### config.mk
export PLATFORM = sky130hd
export DESIGN_NAME = formula_n_pipe_aware_fsm
export DESIGN_NICKNAME = d
export VERILOG_FILES = /design/src/rtl/formula_n_pipe_aware_fsm.sv
export SDC_FILE = /design/constraint.sdc
export NUM_CORES = 1
export LEC_CHECK = 0
export BUFFER_PORTS_ARGS = -buffer_cell sky130_fd_sc_hd__buf_4
export CAP_MARGIN = 20
export CORE_ASPECT_RATIO = 1.5
export CORE_UTILIZATION = 53
export CTS_CLUSTER_SIZE = 28
export DETAILED_ROUTE_END_ITERATION = 7
export PLACE_DENSITY = 0.79
export SYNTH_ARGS = -nofsm -noshare
export SYNTH_HDL_FRONTEND = slang
export SYNTH_SLANG_ARGS = --single-unit
### constraint.sdc
create_clock -name clk -period 4 [get_ports clk]
set_input_delay 0.4 -clock clk [delete_from_list [all_inputs] [get_ports clk]]
set_output_delay 0.4 -clock clk [all_outputs]
set_load 0.005 [all_outputs]
### src/rtl/formula_n_pipe_aware_fsm.sv
// formula_n_pipe_aware_fsm
// Computes res = sum over k of isqrt(arg k) using an external pipelined isqrt
// unit of unknown latency. Arguments are issued one per cycle; completion is
// detected purely by counting returned results, so the latency never appears
// in this block.
module formula_n_pipe_aware_fsm #(
    parameter int N_ARGS = 3,
    parameter int W      = 32
) (
    input  logic                clk,
    input  logic                rst,
    input  logic                arg_vld,
    input  logic [N_ARGS*W-1:0] args,
    output logic                arg_rdy,
    output logic                res_vld,
    output logic [W-1:0]        res,
    output logic                isqrt_x_vld,
    output logic [W-1:0]        isqrt_x,
    input  logic                isqrt_y_vld,
    input  logic [W/2-1:0]      isqrt_y
);

    localparam int              CNT_W    = $clog2(N_ARGS + 1);
    localparam logic [CNT_W-1:0] CNT_ONE  = CNT_W'(1);
    localparam logic [CNT_W-1:0] LAST_IDX = CNT_W'(N_ARGS - 1);
    localparam logic [CNT_W-1:0] CNT_MAX  = CNT_W'(N_ARGS);

    typedef enum logic [1:0] {
        IDLE    = 2'd0,
        ISSUE   = 2'd1,
        COLLECT = 2'd2
    } state_t;

    state_t           state_q, state_d;
    logic [CNT_W-1:0] issue_cnt_q, issue_cnt_d;
    logic [CNT_W-1:0] rsp_cnt_q, rsp_cnt_d;
    logic [W-1:0]     acc_q, acc_d;
    logic [W-1:0]     res_q, res_d;
    logic             res_vld_q, res_vld_d;

    // Latched argument bank: pure data, only loaded on acceptance.
    logic [W-1:0]     args_q [N_ARGS];
    logic [W-1:0]     args_d [N_ARGS];
    logic             load_args;

    logic             rsp_take;
    logic [W-1:0]     y_ext;

    // Next-state, counter, accumulator and result computation.
    always_comb begin
        state_d     = state_q;
        issue_cnt_d = issue_cnt_q;
        rsp_cnt_d   = rsp_cnt_q;
        acc_d       = acc_q;
        res_d       = res_q;
        res_vld_d   = 1'b0;
        load_args   = 1'b0;
        rsp_take    = 1'b0;
        y_ext       = {{(W - W/2){1'b0}}, isqrt_y};

        case (state_q)
            IDLE: begin
                if (arg_vld) begin
                    load_args   = 1'b1;
                    acc_d       = '0;
                    issue_cnt_d = '0;
                    rsp_cnt_d   = '0;
                    state_d     = ISSUE;
                end
            end
            ISSUE: begin
                issue_cnt_d = issue_cnt_q + CNT_ONE;
                if (issue_cnt_q == LAST_IDX) begin
                    state_d = COLLECT;
                end
                // Short latencies return results while still issuing.
                rsp_take = isqrt_y_vld;
            end
            COLLECT: begin
                rsp_take = isqrt_y_vld;
            end
            default: begin
                state_d = IDLE;
            end
        endcase

        // Responses beyond the expected count are dropped.
        if (rsp_take && (rsp_cnt_q < CNT_MAX)) begin
            acc_d     = acc_q + y_ext;
            rsp_cnt_d = rsp_cnt_q + CNT_ONE;
            if (rsp_cnt_q == LAST_IDX) begin
                res_d     = acc_q + y_ext;
                res_vld_d = 1'b1;
                state_d   = IDLE;
            end
        end
    end

    // Argument bank next value: capture the bus on acceptance, else hold.
    always_comb begin
        for (int k = 0; k < N_ARGS; k++) begin
            args_d[k] = load_args ? args[k*W +: W] : args_q[k];
        end
    end

    // Control and result registers with asynchronous reset.
    always_ff @(posedge clk or posedge rst) begin
        if (rst) begin
            state_q     <= IDLE;
            issue_cnt_q <= '0;
            rsp_cnt_q   <= '0;
            acc_q       <= '0;
            res_q       <= '0;
            res_vld_q   <= 1'b0;
        end else begin
            state_q     <= state_d;
            issue_cnt_q <= issue_cnt_d;
            rsp_cnt_q   <= rsp_cnt_d;
            acc_q       <= acc_d;
            res_q       <= res_d;
            res_vld_q   <= res_vld_d;
        end
    end

    // Argument bank storage; contents are don't-care until first acceptance.
    always_ff @(posedge clk) begin
        for (int k = 0; k < N_ARGS; k++) begin
            args_q[k] <= args_d[k];
        end
    end

    // Output decode: operand mux is forced to zero outside ISSUE.
    always_comb begin
        arg_rdy     = (state_q == IDLE);
        isqrt_x_vld = (state_q == ISSUE);
        isqrt_x     = '0;
        if (state_q == ISSUE) begin
            for (int k = 0; k < N_ARGS; k++) begin
                if (issue_cnt_q == CNT_W'(k)) begin
                    isqrt_x = args_q[k];
                end
            end
        end
        res     = res_q;
        res_vld = res_vld_q;
    end

endmodule

==> metrics.md, run 1 <==
| Metric | Value |
|---|---|
| Clock sinks | 167 |
| Nets | 1,008 |
| Max Fclk | 338 MHz |
| Most frequent cells in the layout | 192 x buf_4, 96 x edfxtp_1, 80 x nor2_1 |
| Vias | 6,012 |
| Fin crit period | 2.96 ns |
| Initial antenna violation count | 0 |
| Synth Area per Inst | 10.9 um2 |
| P_leak | 4.21 nW |
| Ant. Diodes | 0 |
| Syn nets | 837 |
| Worst path slowest cell | or4b_4 |
| Core Box Area | 14,000 um2 |
| Max incr delay on CP | 0.49 ns |
| Root buf cell | clkbuf_16 |
| Fin. max-slew vios | 0 |
| Num rows | 53 |
| Worst slew pin tran | 0.948 ns |
| Cells after Synth | 695 |
| Cell family with most CP delay | simple AND/OR/NAND/NOR gates |
| DIE HEIGHT | 149 um |
| Iteration-0 DRC Markers | 264 |
| Number of port buffers | roughly 180 |
| Worst endpoint data arrival time | 3.31 ns |
| First-pass GRT wire length | 29.1 mm |
| GRT Residual Overflow | 0 |
| Final Hold Viols | 0 |
| Pwr/cell area | 661 nW/um2 |
| Die width | between 90 and 100 um |
| Endpoints failing setup | 0 |
| Switching share of power | 36.1% |
| Gr usage total | 25.4% |
| CTS buffer count | 17 |
| Cell Chain, Critical Path | ha_1 > nand4_1 > or3_1 > or3_1 > o221ai_1 > buf_4 > or4b_4 > or3_1 > o21ai_1 |
| Layout cell share with drive strength beyond 1 | 26.6% |
| Synth cell types | 43 |
| Post-Route WL | 18.7 mm |
| Initial cell density of the core | between 50% and 60% |
| CTS tree | yes |
| DR pass1 iterations | 7 |
| Total power draw | 6.46 mW |
| Number of flops mapped to enable cells by yosys | 96 |
| Final period util | 74.0% |
| CTS resizes | 0 |
| CP Max Fanout | 11 |
| Setup bufs post-CTS | 0 |
| Setup crit end kind | flip-flop |
| Setup_tns | 0 ns |
| Placer Congestion | 0.960 |
| Die ar. | between 10,000 and 15,000 um2 |
| Routed vias/inst | 5.61 |
| Sequential share of the synthesized area | approximately three fifths |
| Layout Skew | 0.0106 ns |
| Number of global-route vias before repair | 5,941 |
| Kind of critical path | reg2reg |
| CP Buf/Inv Count | 1 |
| Clk slew on worst S/H paths | about 0.070 ns |
| Clk pwr share | 25.1% |
| Comb pwr share | a little under two fifths |
| Slew HR | 36.4% |
| Final Util | 69.8% |
| Non-Filler Instances | 1,071 |
| Placed cells | around 1,000 |
| Htree depth | 4 |
| Most common cell after layout, fill and taps aside | buf_4 |
| Top FF cell, synth | edfxtp_1 |
| Detailed placement HPWL | around 13 mm |
| Sequential Power Share | 37.6% |
| ANT nets after route | 0 |
| Synth Register Bits | 167 |
| Worst VDD drop | 0.381 mV |
| Worst-skew pair later-pin latency | 0.42 ns |
| Drt drc | 0 |
| Ys Warns | 0 |
| Wire per inst | 17.4 um |
| Worst Hold Class | in2reg |
| Max Cap Violations | 0 |
| FFs w/ async S/R, synth | 42.5% |
| P&R area growth vs syn | 28.4% |
| Crit path top cell by count | or3_1 |
| Internal power | 4.12 mW |
| Outcome | completed |
| I/O pins | 183 |
| RSZ-0062 raised after global routing | false |
| Hold Buf Count CTS | 0 |
| Worst EP required | 4.35 ns |
| Clock Path Buffers | 2 |
| Pin count of the biggest net entering global routing | 97 |
| Net Switching | 2.33 mW |
| Mapped cell area | roughly 7600 um2 |
| Startpoint type of the worst setup path | flip-flop |
flip-flops by register name (all words and copies together), names as in the netlist:
register     flops
res             32
acc_q           32
state_q          2
issue_cnt_q      2
args_q          96
rsp_cnt_q        2
res_vld          1
through the flow:
| step | setup WS [ns] | hold slack [ns] | area [um2] |
|---|---|---|---|
| floorplan | 0.483 | 0.471 | 7610 |
| global placement | 0.968 | 0.468 | 9130 |
| detailed placement | 0.924 | 0.472 | 9130 |
| CTS | 1.02 | 0.131 | 9720 |
| global route | 0.837 | 0.129 | 9770 |
| finish | 1.04 | 0.148 | 9770 |
logic make-up (layout without fill, tap and decap cells):
| logic type | count (synthesis) | after routing | synth area share [%] |
|---|---|---|---|
| xor+xnor | 28 | 28 | 3.22 |
| fa+ha+maj | 26 | 26 | 4.38 |
| mux | 2 | 2 | 0.296 |
| simple gates | 213 | 213 | 12.3 |
| flops | 167 | 167 | 61.3 |
| compound gates | 200 | 200 | 15.5 |
| buf+inv | 59 | 243 | 2.99 |
per-layer routing:
metal / up-vias / GRT usage (%) / part of all wire, %
li1: 2869 / - / -
met1: 2850 / 29.4 / 38
met2: 248 / 44.4 / 52
met3: 45 / 6.11 / 7.0
met4: 0 / 11.3 / 2.8
met5: - / 0 / 0
area by class of cell:
type	instances	area [um2]
clock inverters	14	160
well taps	192	240
multi-input cells	469	2720
fillers	1040	4230
flip-flops and latches	167	4660
repair buffers	194	1490
clock buffers	18	429
inverters	17	65.1
power by group through the flow:
stage / sequential (mW) / combinational (mW) / clock [mW]
3_3_place_gp: 2.44 / 2.29 / 0
3_5_place_dp: 2.47 / 2.36 / 0
6_report: 2.42 / 2.41 / 1.62
4_1_cts: 2.43 / 2.37 / 1.65
2_1_floorplan: 2.43 / 1.50 / 0
5_1_grt: 2.46 / 2.67 / 1.72
cells in the mapped netlist (2+ instances only):
master	count	area share (%)
edfxtp_1	96	38
nor2_1	80	3.9
dfrtp_1	71	23
nand2_1	65	3.2
o21ai_0	65	4.3
a21oi_1	62	4.1
clkbuf_1	34	1.7
a22oi_1	32	3.2
nand3_1	31	2.0
ha_1	25	4.1
xor2_1	17	2.0
inv_1	16	0.79
xnor2_1	11	1.3
a21o_1	8	0.79
a31oi_1	8	0.66
nand4_1	8	0.66
or3_1	8	0.66
o31ai_1	6	0.59
and3_1	5	0.41
buf_2	5	0.33
nor3_1	5	0.33
o211ai_1	4	0.39
a211oi_1	3	0.30
buf_1	3	0.15
nor2b_1	3	0.25
a311oi_1	2	0.23
a32o_1	2	0.26
and4_1	2	0.23
mux2_2	2	0.30
o21a_1	2	0.20
o21ai_1	2	0.13
final timing paths:
path	to	slack [ns]	depth (start not counted)	start
min in group asynchronous	res[4]$_DFFE_PP0P_	0.16	2	rst
setup reg to reg	acc_q[31]$_DFFE_PP0P_	1.04	9	acc_q[13]$_DFFE_PP0P_
max in group asynchronous	acc_q[27]$_DFFE_PP0P_	2.90	3	rst
setup / recovery	acc_q[31]$_DFFE_PP0P_	1.04	9	acc_q[13]$_DFFE_PP0P_
hold reg to reg	res[31]$_DFFE_PP0P_	0.48	2	res[31]$_DFFE_PP0P_
hold / removal	args_q[0][49]$_DFFE_PP_	0.15	1	args[49]
(Power assumes the default switching activity.)
==> run 2, diff against run 1 <==
clock period = 2.9 ns   (was 4 ns; I/O delays follow)
==> run 2 against run 1 <==
Count of clock-buffer cells in the layout rose by 1. Critical path depth fell by 1. Non-clock buffer count rose by 14. Combinational power rose by 44%. Clock skew fell by 0.0014 ns. Via count rose by 2.0%. Worst setup slack got worse by 0.89 ns. Core utilization rose by 0.54 points. Routed wire length rose by 2.8%. Fmax rose by 7.6%. Final area rose by 0.77%. Hold slack got worse by 0.11 ns. Highest routed layer unchanged.
==> metrics.md, run 2 (synthesized netlist as in run 1, its figures left out) <==
| Metric | Value |
|---|---|
| Slew HR | 44.4% |
| Worst slew pin tran | 0.831 ns |
| Startpoint type of the worst setup path | flip-flop |
| Drt drc | 0 |
| Biggest register | args_q |
| GRT Residual Overflow | 0 |
| ANT nets after route | 0 |
| DIE HEIGHT | 149 um |
| Worst-skew pair later-pin latency | 0.42 ns |
| Placed inst area | 9290 um2 |
| RSZ-0062 raised after global routing | false |
| Largest register FFs | 96 |
| Iteration-0 DRC Markers | 355 |
| Pin count of the biggest net entering global routing | 97 |
| Die width | 99.8 um |
| R2R depth | 8 |
| First-pass GRT wire length | 30.3 mm |
| Layout cell share with drive strength beyond 1 | 27.2% |
| Routed vias/inst | 5.65 |
| CTS resizes | 0 |
| Crit path to | acc_q[31]$_DFFE_PP0P_ |
| RR Endpoint | acc_q[31]$_DFFE_PP0P_ |
| Most common cell after layout, fill and taps aside | buf_4 |
| R2R Setup Slk | about 0.15 ns |
| Fin crit period | roughly 2.8 ns |
| I/O pins | 183 |
| Most frequent cells in the layout | 204 x buf_4, 96 x edfxtp_1, 80 x nor2_1 |
| DR pass1 iterations | 4 |
| Placer Congestion | about 0.95 |
| Wire per inst | 17.7 um |
| Pwr/cell area | 908 nW/um2 |
| CP Max Fanout | 3 |
| Ant. Diodes | 0 |
| Vias | 6,130 |
| Initial antenna violation count | 0 |
| Num rows | 53 |
| Layout Skew | 0.00919 ns |
| Worst r2r src | acc_q[15]$_DFFE_PP0P_ |
| Detailed placement HPWL | between 10 and 15 mm |
| P_leak | 4.26 nW |
| Initial cell density of the core | 54.4% |
| Hold slack final | just over 0.04 ns |
| Endpoints failing setup | 0 |
| Nets | 1,022 |
| Root buf cell | clkbuf_16 |
| Setup crit end kind | flip-flop |
| CTS tree | yes |
| Kind of critical path | reg2reg |
| Post-Route WL | 19.2 mm |
| Final period util | 94.9% |
| Worst endpoint data arrival time | 3.10 ns |
| Max Cap Violations | 0 |
| Crit path launch | acc_q[15]$_DFFE_PP0P_ |
| Worst Min Path Start | args[48] |
| CTS buffer count | 17 |
| Clock Path Buffers | 2 |
| Post-route cell area | 9840 um2 |
| Setup_tns | 0 ns |
| Worst EP required | 3.24 ns |
| Final Hold Viols | 0 |
| Gr usage total | between 20 and 30% |
| Core Box Area | between 10,000 and 15,000 um2 |
| Number of port buffers | 182 |
| Worst VDD drop | 0.522 mV |
| Clk slew on worst S/H paths | about 0.07 ns |
| Die ar. | between 10,000 and 15,000 um2 |
| Outcome | completed |
| Htree depth | 4 |
| Worst Hold Class | in2reg |
| Max Fclk | 363 MHz |
| Clock sinks | approximately 170 |
| Fin. max-slew vios | 0 |
| Number of global-route vias before repair | 6,284 |
| P&R area growth vs syn | 29.4% |
run 2: changes by cell type in the layout (fill, tap and decap cells not counted), moves of 2 or more:
cell,delta
clkinv_2,+3
clkinv_1,+4
buf_12,+2
clkinv_8,-2
inv_6,-5
inv_8,-2
buf_4,+12
run 2: how the worst min path moves through the flow:
stage / cells after the start / slack [ns] / endpoint
detailed placement: 2 / 0.42 / acc_q[2]$_DFFE_PP0P_
global route: 1 / 0.03 / args_q[0][89]$_DFFE_PP_
global placement: 2 / 0.42 / res[2]$_DFFE_PP0P_
floorplan: 0 / 0.39 / args_q[0][0]$_DFFE_PP_
finish: 1 / 0.04 / args_q[0][48]$_DFFE_PP_
CTS: 1 / 0.03 / args_q[0][48]$_DFFE_PP_
run 2: final cells by class:
| type | instances | area, um2 |
|---|---|---|
| repair buffers | 208 | 1600 |
| well taps | 192 | 240 |
| inverters | 17 | 67.6 |
| multi-input cells | 469 | 2730 |
| fillers | 1023 | 4150 |
| clock buffers | 19 | 433 |
| clock inverters | 12 | 111 |
| flip-flops and latches | 167 | 4660 |
run 2: what timing repair did:
item	in CTS	in global routing
endpoints found under the hold margin	28	0
hold buffers	1	0
buffers inserted	0	0
run 2: routing by layer:
layer / routed length [um] / GRT usage, %
met4: 688 / 12.4
met5: 0 / 0
met2: 10200 / 49.3
met1: 7040 / 28.1
met3: 1240 / 6.95
run 2: critical path, cell delays in order, from the launching register on:
cell and delay [ns]:
dfrtp_1 0.38, ha_1 0.31, nand4_1 0.15, or3_1 0.36, or3_1 0.32, o221ai_1 0.23, or4b_4 0.52, or3_1 0.33
o21ai_1 0.08
run 2: report_power, final:
part	internal (mW)	switching [mW]
clock network	1.24	0.877
registers	3.11	0.230
logic	1.44	2.03
total	5.80	3.14
run 2: per-stage QoR:
stage	power, mW	util (%)	setup WS (ns)	instances
after CTS	8.96	70.3	0.148	1084
final	8.93	70.3	0.148	1084
after global placement	6.68	66.4	0.204	1052
after floorplan	5.43	-	0.0461	695
after detailed placement	6.82	66.4	0.139	1052
after global routing	9.47	70.3	0.0543	1084
==> run 3, diff against run 2 <==
PLACE_DENSITY = 0.81   (was 0.79)
==> run 3 against run 2 <==
Critical endpoint unchanged. Combinational power about the same. Worst setup slack worse by 0.0094 ns. Fmax decreased by 0.34%. Routed wire length decreased by 1.9%. Highest routed layer unchanged. Clock skew rose by 0.0053 ns. Non-clock buffer count down 2.
==> metrics.md, run 3 (synthesized netlist as in run 1, its figures left out) <==
| Metric | Value |
|---|---|
| Non-Filler Instances | 1,083 |
| Nets | 1,020 |
| Max Cap Violations | 0 |
| Outcome | completed |
| Placed inst area | about 9300 um2 |
| Pin count of the biggest net entering global routing | 97 |
| GRT Residual Overflow | 0 |
| Layout Skew | 0.0144 ns |
| Num rows | 53 |
| Slew HR | a little over two fifths |
| Die width | 99.8 um |
| Final Hold Viols | 0 |
| Final period util | 95.2% |
| CP Max Fanout | 3 |
| P_leak | 4.26 nW |
| Clk slew on worst S/H paths | about 0.07 ns |
| Pwr/cell area | 913 nW/um2 |
| Drt drc | 0 |
| Htree depth | 4 |
| First-pass GRT wire length | around 30 mm |
| CTS buffer count | 17 |
| Worst slew pin tran | 0.865 ns |
| Die ar. | 14,800 um2 |
| DR pass1 iterations | 5 |
| Worst r2r src | acc_q[13]$_DFFE_PP0P_ |
| Gr usage total | 26.3% |
| GR Layer Usage met2 | a little under half |
| ANT nets after route | 0 |
| Root buf cell | clkbuf_16 |
| Critical path depth | 8 |
| Met3 usage | roughly 5.4% |
| Cell Chain, Critical Path | ha_1 > nand4_1 > or3_1 > or3_1 > o221ai_2 > or4b_4 > or3_1 > o21ai_1 |
| Clock Path Buffers | 2 |
| Fillers | 1,015 |
| Worst endpoint data arrival time | 3.11 ns |
| I/O pins | 183 |
| Placed cells | 1,050 |
| Post-route cell area | 9890 um2 |
| Routed vias/inst | 5.61 |
| R2R Setup Slk | 0.14 ns |
| CP Buf/Inv Count | 0 |
| Placer Congestion | 1.01 |
| Max Fclk | 362 MHz |
| Worst Hold Class | in2reg |
| Most common cell after layout, fill and taps aside | buf_4 |
| DIE HEIGHT | 149 um |
| Worst VDD drop | 0.612 mV |
| Crit path to | acc_q[31]$_DFFE_PP0P_ |
| Endpoints failing setup | 0 |
| Worst-skew pair later-pin latency | 0.42 ns |
| Most frequent cells in the layout | 203 x buf_4, 96 x edfxtp_1, 80 x nor2_1 |
| Setup_tns | 0 ns |
| Crit path launch | acc_q[13]$_DFFE_PP0P_ |
| Area of the multi-input gates | 2760 um2 |
| Max incr delay on CP | 0.50 ns |
| Clock sinks | roughly 170 |
| Number of port buffers | 182 |
| RSZ-0062 raised after global routing | false |
| Number of global-route vias before repair | 6,106 |
| Iteration-0 DRC Markers | around 290 |
| Biggest register | args_q |
| Startpoint type of the worst setup path | flip-flop |
| Vias | 6,074 |
| Ant. Diodes | 0 |
| Initial antenna violation count | 0 |
| Core Box Area | 14,000 um2 |
| Layout cell share with drive strength beyond 1 | 28.3% |
| Detailed placement HPWL | 13.4 mm |
| Most Crowded Layer GR | met2 |
| Largest register FFs | 96 |
| Fin. max-slew vios | 0 |
| Seq. cell area | 4660 um2 |
| Routing usage on met1 | 30.3% |
| Hold Crit Depth | 1 |
| Crit path top cell by count | or3_1 |
| Setup crit end kind | flip-flop |
| Initial cell density of the core | a little over half |
| Cell family with most CP delay | simple AND/OR/NAND/NOR gates |
| RR Endpoint | acc_q[31]$_DFFE_PP0P_ |
| Worst EP required | 3.25 ns |
| P&R area growth vs syn | 30.0% |
| CTS tree | yes |
| Kind of critical path | reg2reg |
| Fin crit period | 2.76 ns |
| Wire per inst | 17.4 um |
| R2R depth | 8 |
| Worst path slowest cell | or4b_4 |
| Post-Route WL | 18.8 mm |
==> run 3: cell count changes in the layout (fill, tap and decap cells not counted), moves of 2 or more <==
cell,change
clkinv_1,-4
clkinv_2,-4
inv_6,+4
inv_8,+4
clkinvlp_4,+3
clkbuf_1,-2
==> run 3: per-layer routing <==
metal,wire length [um],vias to the layer above
li1,-,2894
met3,1250,41
met5,0,-
met1,7000,2896
met2,10000,243
met4,576,0
==> run 3: metrics by stage <==
stage / utilization, % / setup slack [ns] / hold slack (ns) / total power [mW]
after floorplan: - / 0.0461 / 0.389 / 5.43
after global placement: 66.2 / 0.163 / 0.366 / 6.63
after detailed placement: 66.2 / 0.114 / 0.378 / 6.79
after CTS: 70.4 / 0.121 / 0.0265 / 9.04
after global routing: 70.7 / 0.0618 / 0.0230 / 9.59
final: 70.7 / 0.139 / 0.0443 / 9.03
==> run 3: worst register-to-register path: stages, from the launching register on <==
cell and delay, ns:
dfrtp_1 0.40, ha_1 0.31, nand4_1 0.15, or3_1 0.39, or3_1 0.34, o221ai_2 0.19
or4b_4 0.50, or3_1 0.32, o21ai_1 0.08
==> run 3: where the power goes <==
part | switching (mW) | leakage, nW | total (mW) | internal (mW)
sequential | 0.237 | 1.85 | 3.35 | 3.11
clock | 1.00 | 0.274 | 2.23 | 1.22
combinational | 2.03 | 2.13 | 3.46 | 1.42
total | 3.27 | 4.26 | 9.03 | 5.76
==> run 3: final cells by class <==
cell class                      instances  area share [%]
Tap cell                              192            2.43
Clock buffer                           17            4.30
Multi-Input combinational cell        469            27.9
Timing Repair Buffer                  206            15.9
Sequential cell                       167            47.1
Clock inverter                         15            1.63
Inverter                               17           0.683
==> run 3: how the worst min path moves through the flow <==
stage / start / end / slack [ns]
finish: args[50] / args_q[0][50]$_DFFE_PP_ / 0.04
detailed placement: rst / res[0]$_DFFE_PP0P_ / 0.38
global placement: rst / res[2]$_DFFE_PP0P_ / 0.37
floorplan: args[0] / args_q[0][0]$_DFFE_PP_ / 0.39
global route: args[50] / args_q[0][50]$_DFFE_PP_ / 0.02
CTS: args[50] / args_q[0][50]$_DFFE_PP_ / 0.03
==> run 3: timing repair <==
item                                    4_1_cts  5_1_grt
gates resized for setup                       0        5
buffers inserted                              0        0
hold buffers                                  1        0
hold endpoints to repair                     23        0
endpoints found under the setup margin        0        4
